$ cat config.mk
export PLATFORM = sky130hd
export DESIGN_NAME = conv_window_fetcher
export DESIGN_NICKNAME = d
export VERILOG_FILES = /design/src/rtl/cnn_pkg.sv /design/src/rtl/window_addr_gen.sv /design/src/rtl/conv_window_fetcher.sv
export SDC_FILE = /design/constraint.sdc
export NUM_CORES = 1
export LEC_CHECK = 0
export ABC_AREA = 1
export BUFFER_PORTS_ARGS = -buffer_cell sky130_fd_sc_hd__buf_2
export CORE_MARGIN = 2
export CORE_UTILIZATION = 50
export CTS_BUF_LIST = sky130_fd_sc_hd__clkbuf_8
export DETAILED_ROUTE_END_ITERATION = 12
export HOLD_SLACK_MARGIN = 0.12
export PLACE_DENSITY = 0.78
export SLEW_MARGIN = 20
export SYNTH_ARGS = -nofsm -noshare
export SYNTH_HDL_FRONTEND = slang
export SYNTH_SLANG_ARGS = --single-unit
$ cat constraint.sdc
create_clock -name clk -period 8.8 [get_ports clk]
set_clock_uncertainty 0.1 [all_clocks]
set_input_delay 1.76 -clock clk [delete_from_list [all_inputs] [get_ports clk]]
set_output_delay 1.76 -clock clk [all_outputs]
set_load 0.01 [all_outputs]
$ cat src/rtl/cnn_pkg.sv
// rtl/cnn_pkg.sv - shared image geometry, fetcher state encoding and 3x3 tap offsets
package cnn_pkg;
  localparam int IMG_W    = 28;
  localparam int IMG_H    = 28;
  localparam int K        = 3;
  localparam int DATA_W   = 8;
  localparam int ADDR_W   = 10;
  localparam int NUM_TAPS = K * K;
  localparam int NUM_WIN  = (IMG_H - K + 1) * (IMG_W - K + 1);
  localparam int COORD_W  = 5;
  localparam int PAIR_W   = 3;

  // Taps are fetched two at a time; the fifth pair carries tap 8 alone.
  localparam logic [PAIR_W-1:0] LAST_PAIR = 3'd4;

  // Fetcher states
  typedef logic [2:0] state_t;
  localparam state_t ST_IDLE  = 3'd0;
  localparam state_t ST_FETCH = 3'd1;
  localparam state_t ST_WAIT  = 3'd2;
  localparam state_t ST_OUT   = 3'd3;
  localparam state_t ST_DONE  = 3'd4;

  // Offset of tap t from the window's top-left address, tap 0 in the low slice.
  localparam logic [NUM_TAPS*ADDR_W-1:0] TAP_OFF = {
    ADDR_W'(2*IMG_W + 2), ADDR_W'(2*IMG_W + 1), ADDR_W'(2*IMG_W),
    ADDR_W'(IMG_W + 2),   ADDR_W'(IMG_W + 1),   ADDR_W'(IMG_W),
    ADDR_W'(2),           ADDR_W'(1),           ADDR_W'(0)
  };

  function automatic logic [ADDR_W-1:0] tap_off(input int t);
    return TAP_OFF[t*ADDR_W +: ADDR_W];
  endfunction
endpackage

$ cat src/rtl/window_addr_gen.sv
// rtl/window_addr_gen.sv - window position tracker and per-pair tap address generator
module window_addr_gen
  import cnn_pkg::*;
(
  input  logic               clk,
  input  logic               rst,
  input  logic               i_init,
  input  logic               i_advance,
  input  logic [PAIR_W-1:0]  i_pair,
  output logic [ADDR_W-1:0]  o_addr1,
  output logic [ADDR_W-1:0]  o_addr2,
  output logic [COORD_W-1:0] o_row,
  output logic [COORD_W-1:0] o_col,
  output logic               o_last
);
  localparam logic [COORD_W-1:0] COL_MAX = COORD_W'(IMG_W - K);
  localparam logic [COORD_W-1:0] ROW_MAX = COORD_W'(IMG_H - K);

  logic [COORD_W-1:0] r_row;
  logic [COORD_W-1:0] r_col;
  logic [ADDR_W-1:0]  r_row_base;
  logic [3:0]         w_tap_lo;
  logic [3:0]         w_tap_hi;

  // Row-major walk; row_base tracks row*IMG_W so no multiplier is needed.
  always_ff @(posedge clk) begin
    if (!rst || i_init) begin
      r_row      <= '0;
      r_col      <= '0;
      r_row_base <= '0;
    end else if (i_advance) begin
      if (r_col == COL_MAX) begin
        r_col      <= '0;
        r_row      <= r_row + COORD_W'(1);
        r_row_base <= r_row_base + ADDR_W'(IMG_W);
      end else begin
        r_col <= r_col + COORD_W'(1);
      end
    end
  end

  // Pair p covers taps 2p and 2p+1; the last pair repeats tap 8 on both ports.
  always_comb begin
    w_tap_lo = {i_pair, 1'b0};
    w_tap_hi = w_tap_lo + 4'd1;
    if (i_pair >= LAST_PAIR) begin
      w_tap_lo = 4'(NUM_TAPS - 1);
      w_tap_hi = 4'(NUM_TAPS - 1);
    end
  end

  assign o_addr1 = r_row_base + ADDR_W'(r_col) + tap_off(int'(w_tap_lo));
  assign o_addr2 = r_row_base + ADDR_W'(r_col) + tap_off(int'(w_tap_hi));
  assign o_row   = r_row;
  assign o_col   = r_col;
  assign o_last  = (r_row == ROW_MAX) && (r_col == COL_MAX);
endmodule

$ cat src/rtl/conv_window_fetcher.sv
// rtl/conv_window_fetcher.sv - streams every 3x3 window of the image memory to the conv engine
module conv_window_fetcher
  import cnn_pkg::*;
(
  input  logic                       clk,
  input  logic                       rst,
  input  logic                       i_start,
  output logic                       o_busy,
  output logic                       o_done,
  output logic                       o_mem_load,
  output logic [ADDR_W-1:0]          o_mem_addr1,
  output logic [ADDR_W-1:0]          o_mem_addr2,
  input  logic [DATA_W-1:0]          i_mem_data1,
  input  logic [DATA_W-1:0]          i_mem_data2,
  output logic                       o_win_valid,
  input  logic                       i_win_ready,
  output logic [NUM_TAPS*DATA_W-1:0] o_win_data,
  output logic [COORD_W-1:0]         o_win_row,
  output logic [COORD_W-1:0]         o_win_col,
  output logic                       o_win_last
);
  state_t                     r_state;
  logic [PAIR_W-1:0]          r_pair;
  logic [NUM_TAPS*DATA_W-1:0] r_win;
  logic [ADDR_W-1:0]          r_addr1_hold;
  logic [ADDR_W-1:0]          r_addr2_hold;

  logic              w_fetch;
  logic              w_out;
  logic              w_init;
  logic              w_hs;
  logic              w_last;
  logic              w_cap_en;
  logic [PAIR_W-1:0] w_cap_pair;
  logic [ADDR_W-1:0] w_addr1;
  logic [ADDR_W-1:0] w_addr2;

  assign w_fetch    = (r_state == ST_FETCH);
  assign w_out      = (r_state == ST_OUT);
  assign w_init     = (r_state == ST_IDLE) && i_start;
  assign w_hs       = w_out && i_win_ready;
  // Read data lags the issue by one cycle, so capture trails the pair counter.
  assign w_cap_en   = (w_fetch && (r_pair != '0)) || (r_state == ST_WAIT);
  assign w_cap_pair = w_fetch ? (r_pair - PAIR_W'(1)) : LAST_PAIR;

  window_addr_gen u_addr_gen (
    .clk       (clk),
    .rst       (rst),
    .i_init    (w_init),
    .i_advance (w_hs && !w_last),
    .i_pair    (r_pair),
    .o_addr1   (w_addr1),
    .o_addr2   (w_addr2),
    .o_row     (o_win_row),
    .o_col     (o_win_col),
    .o_last    (w_last)
  );

  // Sequence: five issue cycles, one drain cycle, then hold the window until accepted.
  always_ff @(posedge clk) begin
    if (!rst) begin
      r_state <= ST_IDLE;
      r_pair  <= '0;
    end else begin
      case (r_state)
        ST_IDLE: begin
          if (i_start) begin
            r_state <= ST_FETCH;
            r_pair  <= '0;
          end
        end
        ST_FETCH: begin
          if (r_pair == LAST_PAIR) r_state <= ST_WAIT;
          else                     r_pair  <= r_pair + PAIR_W'(1);
        end
        ST_WAIT: r_state <= ST_OUT;
        ST_OUT: begin
          if (i_win_ready) begin
            if (w_last) begin
              r_state <= ST_DONE;
            end else begin
              r_state <= ST_FETCH;
              r_pair  <= '0;
            end
          end
        end
        ST_DONE: r_state <= ST_IDLE;
        default: r_state <= ST_IDLE;
      endcase
    end
  end

  // Drop returning pixels into their tap slots; port 2 of the last pair is a duplicate.
  always_ff @(posedge clk) begin
    if (!rst) begin
      r_win <= '0;
    end else if (w_cap_en) begin
      for (int q = 0; q < 4; q++) begin
        if (w_cap_pair == PAIR_W'(q)) begin
          r_win[DATA_W*(2*q) +: DATA_W]   <= i_mem_data1;
          r_win[DATA_W*(2*q+1) +: DATA_W] <= i_mem_data2;
        end
      end
      if (w_cap_pair == LAST_PAIR) r_win[DATA_W*(NUM_TAPS-1) +: DATA_W] <= i_mem_data1;
    end
  end

  // Remember the last issued addresses so the bus is quiet between fetches.
  always_ff @(posedge clk) begin
    if (!rst) begin
      r_addr1_hold <= '0;
      r_addr2_hold <= '0;
    end else if (w_fetch) begin
      r_addr1_hold <= w_addr1;
      r_addr2_hold <= w_addr2;
    end
  end

  assign o_mem_load  = w_fetch;
  assign o_mem_addr1 = w_fetch ? w_addr1 : r_addr1_hold;
  assign o_mem_addr2 = w_fetch ? w_addr2 : r_addr2_hold;
  assign o_busy      = w_fetch || w_out || (r_state == ST_WAIT);
  assign o_done      = (r_state == ST_DONE);
  assign o_win_valid = w_out;
  assign o_win_last  = w_out && w_last;
  assign o_win_data  = r_win;
endmodule

Yosys cells after proc, flatten, opt, wreduce, memory -nomap -nowiden
Cells that the tools add are included.
{ "totals": {"word_cells": 82, "regBits": 118} }
{ "op_classes": {"eq_ne": 16, "order_cmp": 1, "n_mul": 2, "n_reduce_logical": 24, "shifts": 2, "addsub": 9, "mux": 16} }
{ "ops": {"columns": ["op", "count"], "rows": [
  ["$shiftx 90x32->10 const A", 2],
  ["$mux 3", 9],
  ["$add 10x10->10", 2],
  ["$mux 10", 2],
  ["$mul 4x3->7 const B", 2],
  ["$eq 3x2->1 const B", 4],
  ["$pmux 3 s4", 1],
  ["$reduce_and 2->1", 6],
  ["$add 10x5->10", 1],
  ["$add 10x5->10 const B", 1],
  ["$add 5x1->5 const B", 2],
  ["$eq 5x5->1 const B", 2],
  ["$eq 3x3->1 const B", 3],
  ["$pmux 3 s3", 1],
  ["$mux 4", 2],
  ["$ne 2x2->1 const B", 4],
  ["$eq 3x1->1 const B", 2],
  ["$logic_and 1x1->1", 6],
  ["$logic_not 3->1", 2],
  ["$reduce_bool 3->1", 2],
  ["$mux 5", 1],
  ["$reduce_and 5->1", 1],
  ["$add 4x1->4 const B", 1],
  ["$logic_or 1x1->1", 4],
  ["6 further kinds", 7]
]} }

Longest topological paths before layout
{ "depth": {"ltp_word": 6, "ltp_mapped": 19, "ltp_nobuf": 19} }

By module
A second synthesis with hierarchy kept.
{ "hier_totals": {"hier_cells": 905, "area_unflattened_um2": 6256.0} }
{ "by_module_without_submodules": {"columns": ["module", "instances", "cells_each", "area_per_inst_um2"], "rows": [
  ["conv_window_fetcher", 1, 643, 4490.6],
  ["window_addr_gen", 1, 262, 1765.4]
]} }

Worst setup path before layout
Ideal clock, no wire load.
{ "synth_timing": {"path_type": "reg-to-output", "start": "register r_pair[0]", "end": "output port o_mem_addr1[6]", "arrival_time_ns": 2.516, "path_stages_with_launch": 15, "path_slack_ns": 4.424, "cell_sequence": "dfxtp_1 > inv_2 > ha_1 > ha_1 > nor2_1 > inv_1 > o21ai_0 > inv_1 > ha_1 > a21oi_1 > o211ai_1 > or2_2 > nand3_1 > o21ai_0 > inv_1"} }
{ "synth_via": {"elab_chain_len": 6} }
{ "synth_lines": {"columns": ["element", "line_no", "source"], "rows": [
  ["start: declaration", "conv_window_fetcher.sv:23", "logic [PAIR_W-1:0] r_pair;"],
  ["start signal: assignment", "conv_window_fetcher.sv:74", "else r_pair <= r_pair + PAIR_W'(1);"],
  ["$ge 3x3->1", "window_addr_gen.sv:46", "if (i_pair >= LAST_PAIR) begin"],
  ["$mux 4 (*)", "window_addr_gen.sv:46", null],
  ["$mul 4x3->7 (*)", "cnn_pkg.sv:32", "return TAP_OFF[t*ADDR_W +: ADDR_W];"],
  ["$shiftx 90x32->10 (*)", "cnn_pkg.sv:32", null],
  ["$add 10x10->10 (*)", "window_addr_gen.sv:52", "assign o_addr1 = r_row_base + ADDR_W'(r_col) + tap_off(int'(w_tap_lo));"],
  ["$mux 10 (*)", null, null],
  ["end: declaration", "conv_window_fetcher.sv:11", "output logic [ADDR_W-1:0] o_mem_addr1,"]
]} }
Mark *: on every way between the ends. The rest lies on a longest branch, timed or not.

Worst setup path after layout
{ "layout_timing": {"start": "register r_pair[1]", "end": "output port o_mem_addr1[6]"} }
Same word-level chain as after synthesis.

==> impl_summary.md <==
Global routing
The via count of the first global-routing pass is around 4500. The first global-routing pass estimated between 20 and 25 mm of wire. For this run the aggregate overflow at the end of global routing stands at 0. The initial antenna violation count was 0. The pin count of the biggest net entering global routing is 85. For this run, the total global-route usage over all layers was measured as 0.2296.

Cells and area
In the final layout, the share of cells above drive strength 1 is 0.2135. In the layout the commonest cells are 129 x sky130_fd_sc_hd__inv_1, 126 x sky130_fd_sc_hd__buf_2, 116 x sky130_fd_sc_hd__dfxtp_1. The area growth from synthesis to layout is 21.31%.

The count of placed standard cells in the final layout, fillers left out is ~1000. The number of antenna diodes is 0. Leaving out fill and tap cells, the most frequent cell in the layout is sky130_fd_sc_hd__inv_1.

The net total in the final layout is 924. The fill cell instance count of the final layout is slightly below 1000.

Clock tree
The number of sinks handled by clock tree synthesis is 116. The TritonCTS clock tree is yes. The clock latency reported for the late side of the worst-skew pair is ~0.43 ns. The cell sitting at the root of the clock tree is a sky130_fd_sc_hd__clkbuf_8. In this run the post-CTS setup repair buffer count came out at 0. The clock passes through at most 2 buffers. The clock edge transition at the registers on the reported setup and hold paths is around 0.07 ns. The H-tree was split into 4 levels. The number of clock buffers added by TritonCTS is 17. The number of hold buffers added after CTS was 0. The number of instances resized during post-cts repair is 0.

Worst setup path
The largest fanout on the critical path is 5. Walking the worst path, the cells encountered are inv_1 -> ha_1 -> ha_1 -> nor2_1 -> inv_1 -> nor2_1 -> ha_1 -> inv_1 -> fa_1 -> inv_1 -> nand2_1 -> o211ai_1 -> or2_2 -> nand3_1 -> o21ai_0 -> inv_1 -> buf_2. The critical path endpoint category is an output port. The most frequent cell on the critical path is sky130_fd_sc_hd__inv_1. For the worst flop-to-flop path, the logic depth is 16. The delay of the slowest critical-path stage is 0.40 ns. The endpoint identified for the worst register-to-register timing path is r_addr1_hold[6]. The arrival time of data at the critical path endpoint is 3.37 ns.

Among all stages on the critical path, the largest delay is contributed by sky130_fd_sc_hd__dfxtp_1. The launching point of the worst reg2reg path is r_pair[1]. The worst setup path is launched from a flip-flop. Across all register-to-register paths, the minimum setup slack is ~5.8 ns. The required time at the worst-slack endpoint is a little under 7 ns.

The critical path is of the flip-flop to output port type.

Drt
Across all layers, the routed design uses 4986 vias. For this run, design rule violations remaining after detail routing come to 0. In the final routed layout, each cell accounts on average for 12.92 um.

The iteration-0 DRC count of the detailed router is 337. The final layout contains routed wiring with a total length of between 10 and 15 mm. The number of nets with antenna violations after detailed routing is 0.

The ratio of routed vias to standard cells is around 4.8. The first-pass iteration count of the detailed router is 5.

Synth
The most area-hungry cell type in the Yosys netlist is sky130_fd_sc_hd__dfxtp_1. The gate count after technology mapping is 757. Synthesis produced a netlist with a net count of about 800. Counting flops with an async set or reset pin after synthesis yields a share of 0. The synthesized design contains 0 enable-type register cells.

Yosys printed 0 warnings. The share of synthesized area in the top cell type comes to 0.4199. For this run, the register share of the synthesized area comes to 0.4199. The average cell area after synthesis is roughly 7.3 sq um.

In this run, synthesis produced a sequential element count of between 100 and 150. The cell area after technology mapping is 5530 sq um. Sorting the synthesized cells by area gives the leading types as sky130_fd_sc_hd__dfxtp_1 42%, sky130_fd_sc_hd__inv_1 8.7%, sky130_fd_sc_hd__a21oi_1 7.8%. The main flop type after synthesis is sky130_fd_sc_hd__dfxtp_1. The count of unique library cells instantiated by Yosys is 35.

Timing
The count of final hold-check violations was 0. The final-layout setup total negative slack is 0 ns. For the finished layout, the period the worst path requires is around 5.2 ns. Based on the critical path, the design can be clocked at up to 0.1913 GHz. In the finished design, the share of the clock period the worst path needs comes to 0.5941. Setup repair after global routing left no endpoint under its margin. Measured against its own limit, the worst slew margin works out to 0.3803. Setup violations remaining at the end of the flow were counted as 0. The final-report max-slew violation count came to 0. The transition time at the pin with the least slew margin is roughly 0.9 ns.

Placed design
The detailed placer's ending HPWL is around 9.5 mm. In this run, placement finished with an instance count of approximately 1000. Input and output buffers added on the ports amount to 126.

At the end of routability-driven placement, the weighted congestion stood at between 0.9 and 1.

Pwr
VDD sags by at most roughly 0.17 mV. The leakage power total is approximately 3.2 nW. Power spread over the standard cell area amounts to slightly below 200 nW/um^2.

Hold path
The number of cells on the worst hold path is 2. The tightest min-delay check is of the flip-flop to flip-flop type. The startpoint identified for the worst hold timing path is o_win_data[22]. The end of the worst hold path is o_win_data[22].

Die
In this run the core area contains 38 standard-cell rows. The core region is about 11000 sq um. The floorplan die width is between 100 and 150 um. The initial core utilization is 0.5124.

The y dimension of the die is ~110 um. During I/O placement, the number of pins put on the boundary was 127. The total die area is between 10000 and 15000 sq um.

Flow run
The tool flagged a number of max-cap violations equal to 0.

Outcome
The run finished with clean final reports.
## through the flow
step	hold slack (ns)	utilization	power (mW)	instance area, sq um	worst slack, ns
5_1_grt	0.3569	0.6216	1.385	6709	3.200
6_report	0.3428	0.6216	1.324	6709	3.572
3_5_place_dp	0.3331	0.5783	0.7759	6241	4.025
2_1_floorplan	0.3555	-	0.7100	5530	4.424
4_1_cts	0.3438	0.6198	1.329	6689	3.560
3_3_place_gp	0.3299	0.5783	0.7724	6241	4.104
## where the power goes
part | internal (mW) | switching [mW] | total (mW)
logic | 0.0732 | 0.132 | 0.205
registers | 0.549 | 0.0118 | 0.561
clock network | 0.320 | 0.238 | 0.558
total | 0.942 | 0.382 | 1.32
## area by class of cell
type | count | area [sq um] | share of cell area
repair buffers | 129 | 660.6 | 0.09847
inverters | 134 | 503.0 | 0.07497
multi-input cells | 479 | 2600 | 0.3875
clock inverters | 14 | 200.2 | 0.02984
clock buffers | 18 | 247.7 | 0.03693
well taps | 140 | 175.2 | 0.02611
flip-flops and latches | 116 | 2322 | 0.3461
## logic make-up (layout without fill, tap and decap cells)
group,after synthesis,in the layout,synth area share
fa+ha+maj,27,27,0.06516
simple gates,240,240,0.1932
flops,116,116,0.4199
buf+inv,162,295,0.1109
xor+xnor,18,18,0.02986
compound gates,194,194,0.1810
## metal layers
layer	track usage	up-vias	part of all wire
met5	0	-	0
met4	0.07776	0	0.017
met3	0.07711	17	0.060
met2	0.3705	121	0.46
met1	0.2881	2178	0.46
li1	-	2670	-
## synthesized netlist by cell type (2+ instances only)
master                     number
sky130_fd_sc_hd__nor3_1         2
sky130_fd_sc_hd__fa_1           3
sky130_fd_sc_hd__ha_1          24
sky130_fd_sc_hd__nand4_1        9
sky130_fd_sc_hd__xnor2_1        4
sky130_fd_sc_hd__o21ai_1       36
sky130_fd_sc_hd__nand3b_1       3
sky130_fd_sc_hd__nand3_2        2
sky130_fd_sc_hd__nand2_1       94
sky130_fd_sc_hd__xor2_1        13
sky130_fd_sc_hd__buf_2          4
sky130_fd_sc_hd__nor2_1        70
sky130_fd_sc_hd__dfxtp_1      116
sky130_fd_sc_hd__inv_2          6
sky130_fd_sc_hd__nor2_2         3
sky130_fd_sc_hd__nand3_1       32
sky130_fd_sc_hd__a211oi_1       7
sky130_fd_sc_hd__or2_2         12
sky130_fd_sc_hd__clkbuf_1      23
sky130_fd_sc_hd__inv_1        128
sky130_fd_sc_hd__and2_1         7
sky130_fd_sc_hd__o21ai_0       61
sky130_fd_sc_hd__a21oi_1       86
## critical path, delay by kind of cell, from the launching register on
family                   cells  cell delay, ns
flip-flops                   1            0.40
buffers and inverters        6            0.55
AND/OR/NAND/NOR              5            0.67
adder cells (fa/ha/maj)      4            1.02
AO/OA/AOI/OAI                2            0.30
## registers in the layout, summed over array words and instances (netlist names)
register	cells
o_win_data	72
r_addr1_hold	10
r_addr2_hold	10
r_pair	3
r_state	3
u_addr_gen.o_col	5
u_addr_gen.o_row	5
u_addr_gen.r_row_base	8
## how the worst max path moves through the flow
stage / from / endpoint / slack [ns]
2_1_floorplan: r_pair[0] / o_mem_addr1[6] / 4.42
3_3_place_gp: r_pair[0] / o_mem_addr1[6] / 4.10
3_5_place_dp: r_pair[0] / o_mem_addr1[6] / 4.02
4_1_cts: r_pair[0] / o_mem_addr1[6] / 3.56
5_1_grt: r_pair[1] / o_mem_addr1[8] / 3.20
6_report: r_pair[1] / o_mem_addr1[6] / 3.57
(Power assumes the default switching activity.)
